### src/rtl/dcache_store_port_pkg.sv
// Shared types and constants for the dcache store port: FSM state encoding,
// memory access type codes and the store buffer pointer width.
package dcache_store_port_pkg;

    localparam int SB_PTR_W = 3;

    localparam logic [1:0] MAT_SUC = 2'b00;
    localparam logic [1:0] MAT_CC  = 2'b01;
    localparam logic [1:0] MAT_WUC = 2'b10;

    typedef enum logic [3:0] {
        ST_IDLE     = 4'd0,
        ST_LOOKUP   = 4'd1,
        ST_COMPARE  = 4'd2,
        ST_WRITE    = 4'd3,
        ST_MISSREQ  = 4'd4,
        ST_MISSWAIT = 4'd5,
        ST_UNCREQ   = 4'd6,
        ST_UNCWAIT  = 4'd7,
        ST_DONE     = 4'd8
    } sp_state_e;

    // Only coherent-cached goes through the tag array; 2'b11 falls to the uncached path.
    function automatic logic is_cached(input logic [1:0] mat);
        return mat == MAT_CC;
    endfunction

endpackage

### src/rtl/dcache_store_port_if.sv
// Bundle of every store-port signal: store buffer drain, tag lookup, data write,
// refill request and uncached write bus. slave = the store port, master = its environment.
interface dcache_store_port_if #(
    parameter int INDEX_W  = 8,
    parameter int OFFSET_W = 4,
    parameter int WAY_NUM  = 2
);
    import dcache_store_port_pkg::*;

    localparam int TAG_W  = 32 - INDEX_W - OFFSET_W;
    localparam int WAY_W  = $clog2(WAY_NUM);
    localparam int WORD_W = OFFSET_W - 2;

    logic                SbToDcdAble;
    logic [1:0]          SbToDcdAMat;
    logic [SB_PTR_W-1:0] SbToDcdAPtr;
    logic [31:0]         SbToDcdAPhyAddr;
    logic [31:0]         SbToDcdAPhyDate;
    logic [3:0]          SbToDcdAByteEn;
    logic                DcdToSbSuccess;
    logic                DcdToSbBackAble;
    logic [SB_PTR_W-1:0] DcdToSbBackPtr;

    logic                TagRdEn;
    logic [INDEX_W-1:0]  TagRdIndex;
    logic [TAG_W-1:0]    TagRdTag;
    logic                TagHit;
    logic [WAY_W-1:0]    TagHitWay;

    logic                DataWrEn;
    logic [INDEX_W-1:0]  DataWrIndex;
    logic [WAY_W-1:0]    DataWrWay;
    logic [WORD_W-1:0]   DataWrWord;
    logic [3:0]          DataWrByteEn;
    logic [31:0]         DataWrData;

    logic                MissReq;
    logic [31:0]         MissAddr;
    logic                MissAck;
    logic                MissDone;

    logic                UncWrReq;
    logic [31:0]         UncWrAddr;
    logic [31:0]         UncWrData;
    logic [3:0]          UncWrStrb;
    logic                UncWrReady;
    logic                UncWrResp;

    logic                StorePortBusy;
    logic [31:0]         StorePortAddr;

    modport slave (
        input  SbToDcdAble, SbToDcdAMat, SbToDcdAPtr, SbToDcdAPhyAddr,
               SbToDcdAPhyDate, SbToDcdAByteEn,
        output DcdToSbSuccess, DcdToSbBackAble, DcdToSbBackPtr,
        output TagRdEn, TagRdIndex, TagRdTag,
        input  TagHit, TagHitWay,
        output DataWrEn, DataWrIndex, DataWrWay, DataWrWord, DataWrByteEn, DataWrData,
        output MissReq, MissAddr,
        input  MissAck, MissDone,
        output UncWrReq, UncWrAddr, UncWrData, UncWrStrb,
        input  UncWrReady, UncWrResp,
        output StorePortBusy, StorePortAddr
    );

    modport master (
        output SbToDcdAble, SbToDcdAMat, SbToDcdAPtr, SbToDcdAPhyAddr,
               SbToDcdAPhyDate, SbToDcdAByteEn,
        input  DcdToSbSuccess, DcdToSbBackAble, DcdToSbBackPtr,
        input  TagRdEn, TagRdIndex, TagRdTag,
        output TagHit, TagHitWay,
        input  DataWrEn, DataWrIndex, DataWrWay, DataWrWord, DataWrByteEn, DataWrData,
        input  MissReq, MissAddr,
        output MissAck, MissDone,
        input  UncWrReq, UncWrAddr, UncWrData, UncWrStrb,
        output UncWrReady, UncWrResp,
        input  StorePortBusy, StorePortAddr
    );

endinterface

### src/rtl/dcache_store_port.sv
// Dcache-side consumer of the store buffer drain: one store at a time, cached stores
// via lookup/write (refill + replay on miss), uncached stores via a single bus write.
module dcache_store_port
    import dcache_store_port_pkg::*;
#(
    parameter int INDEX_W  = 8,
    parameter int OFFSET_W = 4,
    parameter int WAY_NUM  = 2
) (
    input  logic               Clk,
    input  logic               Rest,
    dcache_store_port_if.slave sp
);

    localparam int TAG_W  = 32 - INDEX_W - OFFSET_W;
    localparam int WAY_W  = $clog2(WAY_NUM);
    localparam int WORD_W = OFFSET_W - 2;

    sp_state_e           state_q, state_d;
    logic [31:0]         addr_q, addr_d;
    logic [31:0]         data_q, data_d;
    logic [3:0]          be_q, be_d;
    logic [SB_PTR_W-1:0] ptr_q, ptr_d;
    logic [WAY_W-1:0]    way_q, way_d;
    logic                accept;

    logic                back_able_q;
    logic [SB_PTR_W-1:0] back_ptr_q;
    logic                tag_rd_en_q;
    logic [INDEX_W-1:0]  tag_rd_index_q;
    logic [TAG_W-1:0]    tag_rd_tag_q;
    logic                data_wr_en_q;
    logic [INDEX_W-1:0]  data_wr_index_q;
    logic [WAY_W-1:0]    data_wr_way_q;
    logic [WORD_W-1:0]   data_wr_word_q;
    logic [3:0]          data_wr_be_q;
    logic [31:0]         data_wr_data_q;
    logic                miss_req_q;
    logic [31:0]         miss_addr_q;
    logic                unc_wr_req_q;
    logic [31:0]         unc_wr_addr_q;
    logic [31:0]         unc_wr_data_q;
    logic [3:0]          unc_wr_strb_q;
    logic                busy_q;
    logic [31:0]         busy_addr_q;

    // The acknowledge is the only combinational output: same-cycle handshake with the buffer.
    assign accept            = (state_q == ST_IDLE) && sp.SbToDcdAble;
    assign sp.DcdToSbSuccess = accept;

    always_comb begin
        state_d = state_q;
        unique case (state_q)
            ST_IDLE:     if (sp.SbToDcdAble)
                             state_d = is_cached(sp.SbToDcdAMat) ? ST_LOOKUP : ST_UNCREQ;
            ST_LOOKUP:   state_d = ST_COMPARE;
            ST_COMPARE:  state_d = sp.TagHit ? ST_WRITE : ST_MISSREQ;
            ST_WRITE:    state_d = ST_DONE;
            ST_MISSREQ:  if (sp.MissAck)    state_d = ST_MISSWAIT;
            ST_MISSWAIT: if (sp.MissDone)   state_d = ST_LOOKUP;
            ST_UNCREQ:   if (sp.UncWrReady) state_d = ST_UNCWAIT;
            ST_UNCWAIT:  if (sp.UncWrResp)  state_d = ST_DONE;
            ST_DONE:     state_d = ST_IDLE;
            default:     state_d = ST_IDLE;
        endcase
    end

    // MAT only picks the path out of IDLE, so the state itself carries it afterwards.
    always_comb begin
        addr_d = addr_q;
        data_d = data_q;
        be_d   = be_q;
        ptr_d  = ptr_q;
        way_d  = way_q;
        if (accept) begin
            addr_d = sp.SbToDcdAPhyAddr;
            data_d = sp.SbToDcdAPhyDate;
            be_d   = sp.SbToDcdAByteEn;
            ptr_d  = sp.SbToDcdAPtr;
        end
        if ((state_q == ST_COMPARE) && sp.TagHit) begin
            way_d = sp.TagHitWay;
        end
    end

    // Outputs are decoded from the next state so each strobe lines up with its state.
    always_ff @(posedge Clk) begin
        if (Rest) begin
            state_q         <= ST_IDLE;
            addr_q          <= '0;
            data_q          <= '0;
            be_q            <= '0;
            ptr_q           <= '0;
            way_q           <= '0;
            back_able_q     <= 1'b0;
            back_ptr_q      <= '0;
            tag_rd_en_q     <= 1'b0;
            tag_rd_index_q  <= '0;
            tag_rd_tag_q    <= '0;
            data_wr_en_q    <= 1'b0;
            data_wr_index_q <= '0;
            data_wr_way_q   <= '0;
            data_wr_word_q  <= '0;
            data_wr_be_q    <= '0;
            data_wr_data_q  <= '0;
            miss_req_q      <= 1'b0;
            miss_addr_q     <= '0;
            unc_wr_req_q    <= 1'b0;
            unc_wr_addr_q   <= '0;
            unc_wr_data_q   <= '0;
            unc_wr_strb_q   <= '0;
            busy_q          <= 1'b0;
            busy_addr_q     <= '0;
        end else begin
            state_q <= state_d;
            addr_q  <= addr_d;
            data_q  <= data_d;
            be_q    <= be_d;
            ptr_q   <= ptr_d;
            way_q   <= way_d;

            back_able_q <= (state_d == ST_DONE);
            back_ptr_q  <= (state_d == ST_DONE) ? ptr_d : '0;

            tag_rd_en_q    <= (state_d == ST_LOOKUP);
            tag_rd_index_q <= (state_d == ST_LOOKUP) ? addr_d[OFFSET_W+INDEX_W-1:OFFSET_W] : '0;
            tag_rd_tag_q   <= (state_d == ST_LOOKUP) ? addr_d[31:OFFSET_W+INDEX_W] : '0;

            data_wr_en_q    <= (state_d == ST_WRITE);
            data_wr_index_q <= (state_d == ST_WRITE) ? addr_d[OFFSET_W+INDEX_W-1:OFFSET_W] : '0;
            data_wr_way_q   <= (state_d == ST_WRITE) ? way_d : '0;
            data_wr_word_q  <= (state_d == ST_WRITE) ? addr_d[OFFSET_W-1:2] : '0;
            data_wr_be_q    <= (state_d == ST_WRITE) ? be_d : '0;
            data_wr_data_q  <= (state_d == ST_WRITE) ? data_d : '0;

            miss_req_q  <= (state_d == ST_MISSREQ);
            miss_addr_q <= (state_d == ST_MISSREQ) ?
                           {addr_d[31:OFFSET_W], {OFFSET_W{1'b0}}} : '0;

            unc_wr_req_q  <= (state_d == ST_UNCREQ);
            unc_wr_addr_q <= (state_d == ST_UNCREQ) ? addr_d : '0;
            unc_wr_data_q <= (state_d == ST_UNCREQ) ? data_d : '0;
            unc_wr_strb_q <= (state_d == ST_UNCREQ) ? be_d : '0;

            busy_q      <= (state_d != ST_IDLE);
            busy_addr_q <= (state_d != ST_IDLE) ? addr_d : '0;
        end
    end

    assign sp.DcdToSbBackAble = back_able_q;
    assign sp.DcdToSbBackPtr  = back_ptr_q;
    assign sp.TagRdEn         = tag_rd_en_q;
    assign sp.TagRdIndex      = tag_rd_index_q;
    assign sp.TagRdTag        = tag_rd_tag_q;
    assign sp.DataWrEn        = data_wr_en_q;
    assign sp.DataWrIndex     = data_wr_index_q;
    assign sp.DataWrWay       = data_wr_way_q;
    assign sp.DataWrWord      = data_wr_word_q;
    assign sp.DataWrByteEn    = data_wr_be_q;
    assign sp.DataWrData      = data_wr_data_q;
    assign sp.MissReq         = miss_req_q;
    assign sp.MissAddr        = miss_addr_q;
    assign sp.UncWrReq        = unc_wr_req_q;
    assign sp.UncWrAddr       = unc_wr_addr_q;
    assign sp.UncWrData       = unc_wr_data_q;
    assign sp.UncWrStrb       = unc_wr_strb_q;
    assign sp.StorePortBusy   = busy_q;
    assign sp.StorePortAddr   = busy_addr_q;

endmodule

### src/flat_wrapper.sv
// flat-port wrapper written by rule: the top's interface ports become plain ports
module dcache_store_port_flat import dcache_store_port_pkg::*;
#(
    parameter int INDEX_W  = 8,
    parameter int OFFSET_W = 4,
    parameter int WAY_NUM  = 2
)
  (Clk, Rest, sp_SbToDcdAble, sp_SbToDcdAMat, sp_SbToDcdAPtr, sp_SbToDcdAPhyAddr, sp_SbToDcdAPhyDate, sp_SbToDcdAByteEn, sp_DcdToSbSuccess, sp_DcdToSbBackAble, sp_DcdToSbBackPtr, sp_TagRdEn, sp_TagRdIndex, sp_TagRdTag, sp_TagHit, sp_TagHitWay, sp_DataWrEn, sp_DataWrIndex, sp_DataWrWay, sp_DataWrWord, sp_DataWrByteEn, sp_DataWrData, sp_MissReq, sp_MissAddr, sp_MissAck, sp_MissDone, sp_UncWrReq, sp_UncWrAddr, sp_UncWrData, sp_UncWrStrb, sp_UncWrReady, sp_UncWrResp, sp_StorePortBusy, sp_StorePortAddr);
  dcache_store_port_if #(.INDEX_W(INDEX_W), .OFFSET_W(OFFSET_W), .WAY_NUM(WAY_NUM)) sp_i ();
  input  logic Clk;
  input  logic Rest;
  input wire logic [$bits(sp_i.SbToDcdAble)-1:0] sp_SbToDcdAble;
  input wire logic [$bits(sp_i.SbToDcdAMat)-1:0] sp_SbToDcdAMat;
  input wire logic [$bits(sp_i.SbToDcdAPtr)-1:0] sp_SbToDcdAPtr;
  input wire logic [$bits(sp_i.SbToDcdAPhyAddr)-1:0] sp_SbToDcdAPhyAddr;
  input wire logic [$bits(sp_i.SbToDcdAPhyDate)-1:0] sp_SbToDcdAPhyDate;
  input wire logic [$bits(sp_i.SbToDcdAByteEn)-1:0] sp_SbToDcdAByteEn;
  output wire logic [$bits(sp_i.DcdToSbSuccess)-1:0] sp_DcdToSbSuccess;
  output wire logic [$bits(sp_i.DcdToSbBackAble)-1:0] sp_DcdToSbBackAble;
  output wire logic [$bits(sp_i.DcdToSbBackPtr)-1:0] sp_DcdToSbBackPtr;
  output wire logic [$bits(sp_i.TagRdEn)-1:0] sp_TagRdEn;
  output wire logic [$bits(sp_i.TagRdIndex)-1:0] sp_TagRdIndex;
  output wire logic [$bits(sp_i.TagRdTag)-1:0] sp_TagRdTag;
  input wire logic [$bits(sp_i.TagHit)-1:0] sp_TagHit;
  input wire logic [$bits(sp_i.TagHitWay)-1:0] sp_TagHitWay;
  output wire logic [$bits(sp_i.DataWrEn)-1:0] sp_DataWrEn;
  output wire logic [$bits(sp_i.DataWrIndex)-1:0] sp_DataWrIndex;
  output wire logic [$bits(sp_i.DataWrWay)-1:0] sp_DataWrWay;
  output wire logic [$bits(sp_i.DataWrWord)-1:0] sp_DataWrWord;
  output wire logic [$bits(sp_i.DataWrByteEn)-1:0] sp_DataWrByteEn;
  output wire logic [$bits(sp_i.DataWrData)-1:0] sp_DataWrData;
  output wire logic [$bits(sp_i.MissReq)-1:0] sp_MissReq;
  output wire logic [$bits(sp_i.MissAddr)-1:0] sp_MissAddr;
  input wire logic [$bits(sp_i.MissAck)-1:0] sp_MissAck;
  input wire logic [$bits(sp_i.MissDone)-1:0] sp_MissDone;
  output wire logic [$bits(sp_i.UncWrReq)-1:0] sp_UncWrReq;
  output wire logic [$bits(sp_i.UncWrAddr)-1:0] sp_UncWrAddr;
  output wire logic [$bits(sp_i.UncWrData)-1:0] sp_UncWrData;
  output wire logic [$bits(sp_i.UncWrStrb)-1:0] sp_UncWrStrb;
  input wire logic [$bits(sp_i.UncWrReady)-1:0] sp_UncWrReady;
  input wire logic [$bits(sp_i.UncWrResp)-1:0] sp_UncWrResp;
  output wire logic [$bits(sp_i.StorePortBusy)-1:0] sp_StorePortBusy;
  output wire logic [$bits(sp_i.StorePortAddr)-1:0] sp_StorePortAddr;
  assign sp_i.SbToDcdAble = sp_SbToDcdAble;
  assign sp_i.SbToDcdAMat = sp_SbToDcdAMat;
  assign sp_i.SbToDcdAPtr = sp_SbToDcdAPtr;
  assign sp_i.SbToDcdAPhyAddr = sp_SbToDcdAPhyAddr;
  assign sp_i.SbToDcdAPhyDate = sp_SbToDcdAPhyDate;
  assign sp_i.SbToDcdAByteEn = sp_SbToDcdAByteEn;
  assign sp_DcdToSbSuccess = sp_i.DcdToSbSuccess;
  assign sp_DcdToSbBackAble = sp_i.DcdToSbBackAble;
  assign sp_DcdToSbBackPtr = sp_i.DcdToSbBackPtr;
  assign sp_TagRdEn = sp_i.TagRdEn;
  assign sp_TagRdIndex = sp_i.TagRdIndex;
  assign sp_TagRdTag = sp_i.TagRdTag;
  assign sp_i.TagHit = sp_TagHit;
  assign sp_i.TagHitWay = sp_TagHitWay;
  assign sp_DataWrEn = sp_i.DataWrEn;
  assign sp_DataWrIndex = sp_i.DataWrIndex;
  assign sp_DataWrWay = sp_i.DataWrWay;
  assign sp_DataWrWord = sp_i.DataWrWord;
  assign sp_DataWrByteEn = sp_i.DataWrByteEn;
  assign sp_DataWrData = sp_i.DataWrData;
  assign sp_MissReq = sp_i.MissReq;
  assign sp_MissAddr = sp_i.MissAddr;
  assign sp_i.MissAck = sp_MissAck;
  assign sp_i.MissDone = sp_MissDone;
  assign sp_UncWrReq = sp_i.UncWrReq;
  assign sp_UncWrAddr = sp_i.UncWrAddr;
  assign sp_UncWrData = sp_i.UncWrData;
  assign sp_UncWrStrb = sp_i.UncWrStrb;
  assign sp_i.UncWrReady = sp_UncWrReady;
  assign sp_i.UncWrResp = sp_UncWrResp;
  assign sp_StorePortBusy = sp_i.StorePortBusy;
  assign sp_StorePortAddr = sp_i.StorePortAddr;
  dcache_store_port #(.INDEX_W(INDEX_W), .OFFSET_W(OFFSET_W), .WAY_NUM(WAY_NUM)) u_core (.Clk(Clk), .Rest(Rest), .sp(sp_i));
endmodule
### config.mk
export PLATFORM = sky130hd
export DESIGN_NAME = dcache_store_port_flat
export DESIGN_NICKNAME = d
export VERILOG_FILES = /design/src/rtl/dcache_store_port_pkg.sv /design/src/rtl/dcache_store_port_if.sv /design/src/rtl/dcache_store_port.sv /design/src/flat_wrapper.sv
export SDC_FILE = /design/constraint.sdc
export NUM_CORES = 1
export LEC_CHECK = 0
export CAP_MARGIN = 20
export CORE_ASPECT_RATIO = 1.5
export CORE_UTILIZATION = 48
export DETAILED_ROUTE_END_ITERATION = 8
export PLACE_DENSITY = 0.85
export RECOVER_POWER = 50
export SETUP_SLACK_MARGIN = 0.02
export SLEW_MARGIN = 10
export SYNTH_ARGS = -nofsm -noshare
export SYNTH_HDL_FRONTEND = slang
export SYNTH_SLANG_ARGS = --single-unit
### constraint.sdc
create_clock -name Clk -period 5.7 [get_ports Clk]
set_clock_uncertainty 0.05 [all_clocks]
set_input_delay 1.14 -clock Clk [delete_from_list [all_inputs] [get_ports Clk]]
set_output_delay 1.14 -clock Clk [all_outputs]
set_load 0.01 [all_outputs]
==> key figures <==
Worst setup path
  • Reg2reg start: u_core.state_q[1]$_SDFF_PP0_
  • Crit path from: sp_SbToDcdAble
  • Reg2reg path depth: 6
  • CP max stage cell: clkdlybuf4s50_1
  • CP bufs+invs: 2
  • Worst Path Arrival: 2.95 ns
  • Crit end category: primary output
  • WP depth: 3
  • Setup slack, reg-to-reg: 2.56 ns
  • Worst-path fanout max: 36
  • Critical R2R Capture: u_core.sp.StorePortAddr[26]$_SDFF_PP0_
  • Biggest cell delay along the critical path: 0.67 ns
  • Setup crit start kind: primary input
  • WP data required: 4.51 ns
  • CP delay by family, top: buffers and inverters
  • Setup Crit Path Kind: primary input to primary output
  • Critical path endpoint: sp_DcdToSbSuccess
  • Critical path cell sequence: dlygate4sd3_1 > and2_4 > clkdlybuf4s50_1

Power
  • PD cells: 428 mW/mm^2
  • Leakage: 0.00540 uW
  • Max VDD drop: 0.377 mV
  • Overall power: 5250 uW

Finish
  • Share of cells above drive strength 1: 0.106
  • Fill cells: 1,163
  • Fin nets: 1,103
  • N_diodes: 0
  • P&R area growth vs syn: 44.2%

Clock network
  • Clk root buf: clkbuf_16
  • CTS Hold Bufs: 0
  • Clk_lat worst skew: 0.51 ns
  • H-tree Lvls: 1
  • Clock-pin slew of the registers on the worst-case setup and hold paths: 0.07 ns
  • Setup Buffers After CTS: 0
  • CTS buffer count: 24
  • Clk buf depth: 3
  • Sink Count: 288
  • CTS tree: done
  • Post-CTS Resized: 0

Routing
  • Final ANT Viol Nets: 0
  • Vias: 6,010
  • Drt total wl: 21.9 mm
  • Via density: 4.80
  • TritonRoute pass-1 iters: 4
  • Routed length per instance: 17.5 microns
  • DRC Markers: 0
  • 1st-iter DRT viols: 276

Floorplanning
  • Core box area: 0.0173 sq mm
  • Row count: 59
  • Die Y-Extent: 165 microns
  • Die Wd: 111 microns
  • # IOs: 299
  • Initial core utilization: 0.490
  • Die Area: 0.0182 sq mm

Global routing
  • Initial antenna violation count: 0
  • Vias in the first global route: 6,225
  • Pin count of the biggest net entering global routing: 52
  • Total gr overflow: 0
  • Global-route wire length before repair: 33.3 mm
  • Total GRT Usage: 0.234

Timing
  • Final period utilization: 0.727
  • RSZ-0062 raised after global routing: false
  • Final setup violating endpoints: 0
  • FMAX: 241 MHz
  • Final Slew Violations: 0
  • Worst rel slew slack: 0.308
  • Fin crit period: 4.14 ns
  • Final hold violations: 0
  • Slew at the pin with the worst max-slew slack: 1.04 ns
  • Setup tns final: 0 ns

Synth
  • Xor and xnor area share after synthesis: 0
  • Yosys warning total: 0
  • Post-Synth Adder-Cell Area: 0
  • Syn Inst Count: 738
  • Synth Area in Compound Gates: 0.0502
  • Synth Register Bits: 288
  • Netlist cell types: 41
  • Post-synth EDFFs: 0
  • Yosys top cell area share: 0.679
  • Mapped Avg Cell Area: 11.5 sq um
  • Top post-synthesis cells by area: dfxtp_1 68%, nor2_1 10%, mux2i_1 8.4%
  • Simple-gate share of the synthesized area: 0.139
  • Post-synth top area cell: dfxtp_1
  • Ys flop type: dfxtp_1
  • Mux contribution to synthesized area: 0.0869
  • Post-Syn Area: 0.00849 sq mm
  • Post-synth ARST share: 0
  • Largest family of logic cells by synthesized area: simple AND/OR/NAND/NOR gates
  • Sequential-to-total area share from yosys stat: 0.679

Hold path
  • Worst Hold Class: flop to flop
  • Min-delay src: u_core.way_q$_SDFF_PP0_

Place
  • Detailed Place HPWL: 14.6 mm
  • Port Buffer Count: 294
  • GPL Wtd Cong: 0.787

Run
  • Max-cap violations: 0

Run status
  • Status: completed
-- flip-flops by register name (all words and copies together) (netlist names), 2 cells and up --
signal	cells
u_core.addr_q	32
u_core.data_q	32
u_core.sp.DataWrData	32
u_core.sp.StorePortAddr	32
u_core.sp.UncWrAddr	32
u_core.sp.UncWrData	32
u_core.sp.MissAddr	28
u_core.sp.TagRdTag	20
u_core.sp.DataWrIndex	8
u_core.sp.TagRdIndex	8
u_core.be_q	4
u_core.sp.DataWrByteEn	4
u_core.sp.UncWrStrb	4
u_core.state_q	4
u_core.ptr_q	3
u_core.sp.DcdToSbBackPtr	3
u_core.sp.DataWrWord	2
-- tightest hold or removal path, stage by stage, from the launching register on --
cell     delay [ns]
dfxtp_1        0.31
mux2i_1        0.07
nor2_1         0.08
-- through the flow --
step	hold slack, ns	area, sq um	setup WS, ns	instances	utilization
4_1_cts	0.442	12300	1.60	1252	0.707
5_1_grt	0.482	12300	1.48	1252	0.706
3_5_place_dp	0.424	11400	1.59	1208	0.660
6_report	0.438	12300	1.56	1252	0.706
2_1_floorplan	0.406	8500	2.79	741	-
3_3_place_gp	0.418	11400	1.58	1208	0.660
-- how the worst min path moves through the flow --
stage,cells after the start,end,slack [ns]
after floorplan,2,u_core.ptr_q[0]$_SDFF_PP0_,0.41
after global placement,2,u_core.ptr_q[1]$_SDFF_PP0_,0.42
after detailed placement,2,u_core.sp.DcdToSbBackPtr[1]$_SDFF_PP0_,0.42
after CTS,2,u_core.sp.DataWrWay$_SDFF_PP0_,0.44
after global routing,2,u_core.sp.DcdToSbBackPtr[1]$_SDFF_PP0_,0.48
final,2,u_core.sp.DataWrWay$_SDFF_PP0_,0.44
-- cell usage in the layout, fill, tap and decap left out, drive strengths merged, types with 3 or more instances in the layout --
cell type      synthesis  layout
a21boi                32      32
buf                   41       8
clkbuf                 6      34
clkdlybuf4s50          0      81
clkinv                 0       7
conb                   1       4
dfxtp                288     288
dlygate4sd3            0     212
inv                    8       8
mux2i                 73      73
nand2                  5       5
nand2b                 3       3
nor2                 254     254
-- logic make-up (layout without fill, tap and decap cells) --
kind of cell           count (synthesis)  after routing
DFF                                  288            288
and+or+nand+nor                      277            277
muxes                                 73             73
buffers and inverters                 55            353
AOI/OAI and AO/OA                     44             44
other                                  1              4
-- where the power goes --
group	internal [uW]	total [uW]	switching [uW]
clock network	959	1660	703
registers	2240	2310	72.2
logic	492	1270	780
total	3690	5250	1560
-- cell usage after synthesis (3+ instances only) --
| library cell | n |
|---|---|
| a21boi_1 | 10 |
| a21boi_2 | 22 |
| buf_1 | 4 |
| buf_12 | 3 |
| buf_2 | 14 |
| buf_4 | 12 |
| buf_6 | 7 |
| clkbuf_1 | 6 |
| dfxtp_1 | 288 |
| inv_1 | 4 |
| inv_2 | 4 |
| mux2i_1 | 71 |
| nand2_1 | 5 |
| nand2b_1 | 3 |
| nor2_1 | 228 |
| nor2_2 | 26 |
-- metal layers --
layer / part of all wire / wire length (microns) / global-route usage
met4: 0.059 / 1280 / 0.136
met2: 0.52 / 11400 / 0.432
met3: 0.058 / 1270 / 0.0521
met5: 0 / 0 / 0
met1: 0.36 / 8000 / 0.245
-- layout make-up --
class	count	area, sq um	area share
Clock inverter	10	103	0.00838
Tap cell	213	267	0.0218
Inverter	8	30.0	0.00245
Timing Repair Buffer	301	2990	0.244
Multi-Input combinational cell	398	2380	0.195
Clock buffer	34	709	0.0579
Sequential cell	288	5770	0.471
(Power assumes the default switching activity.)
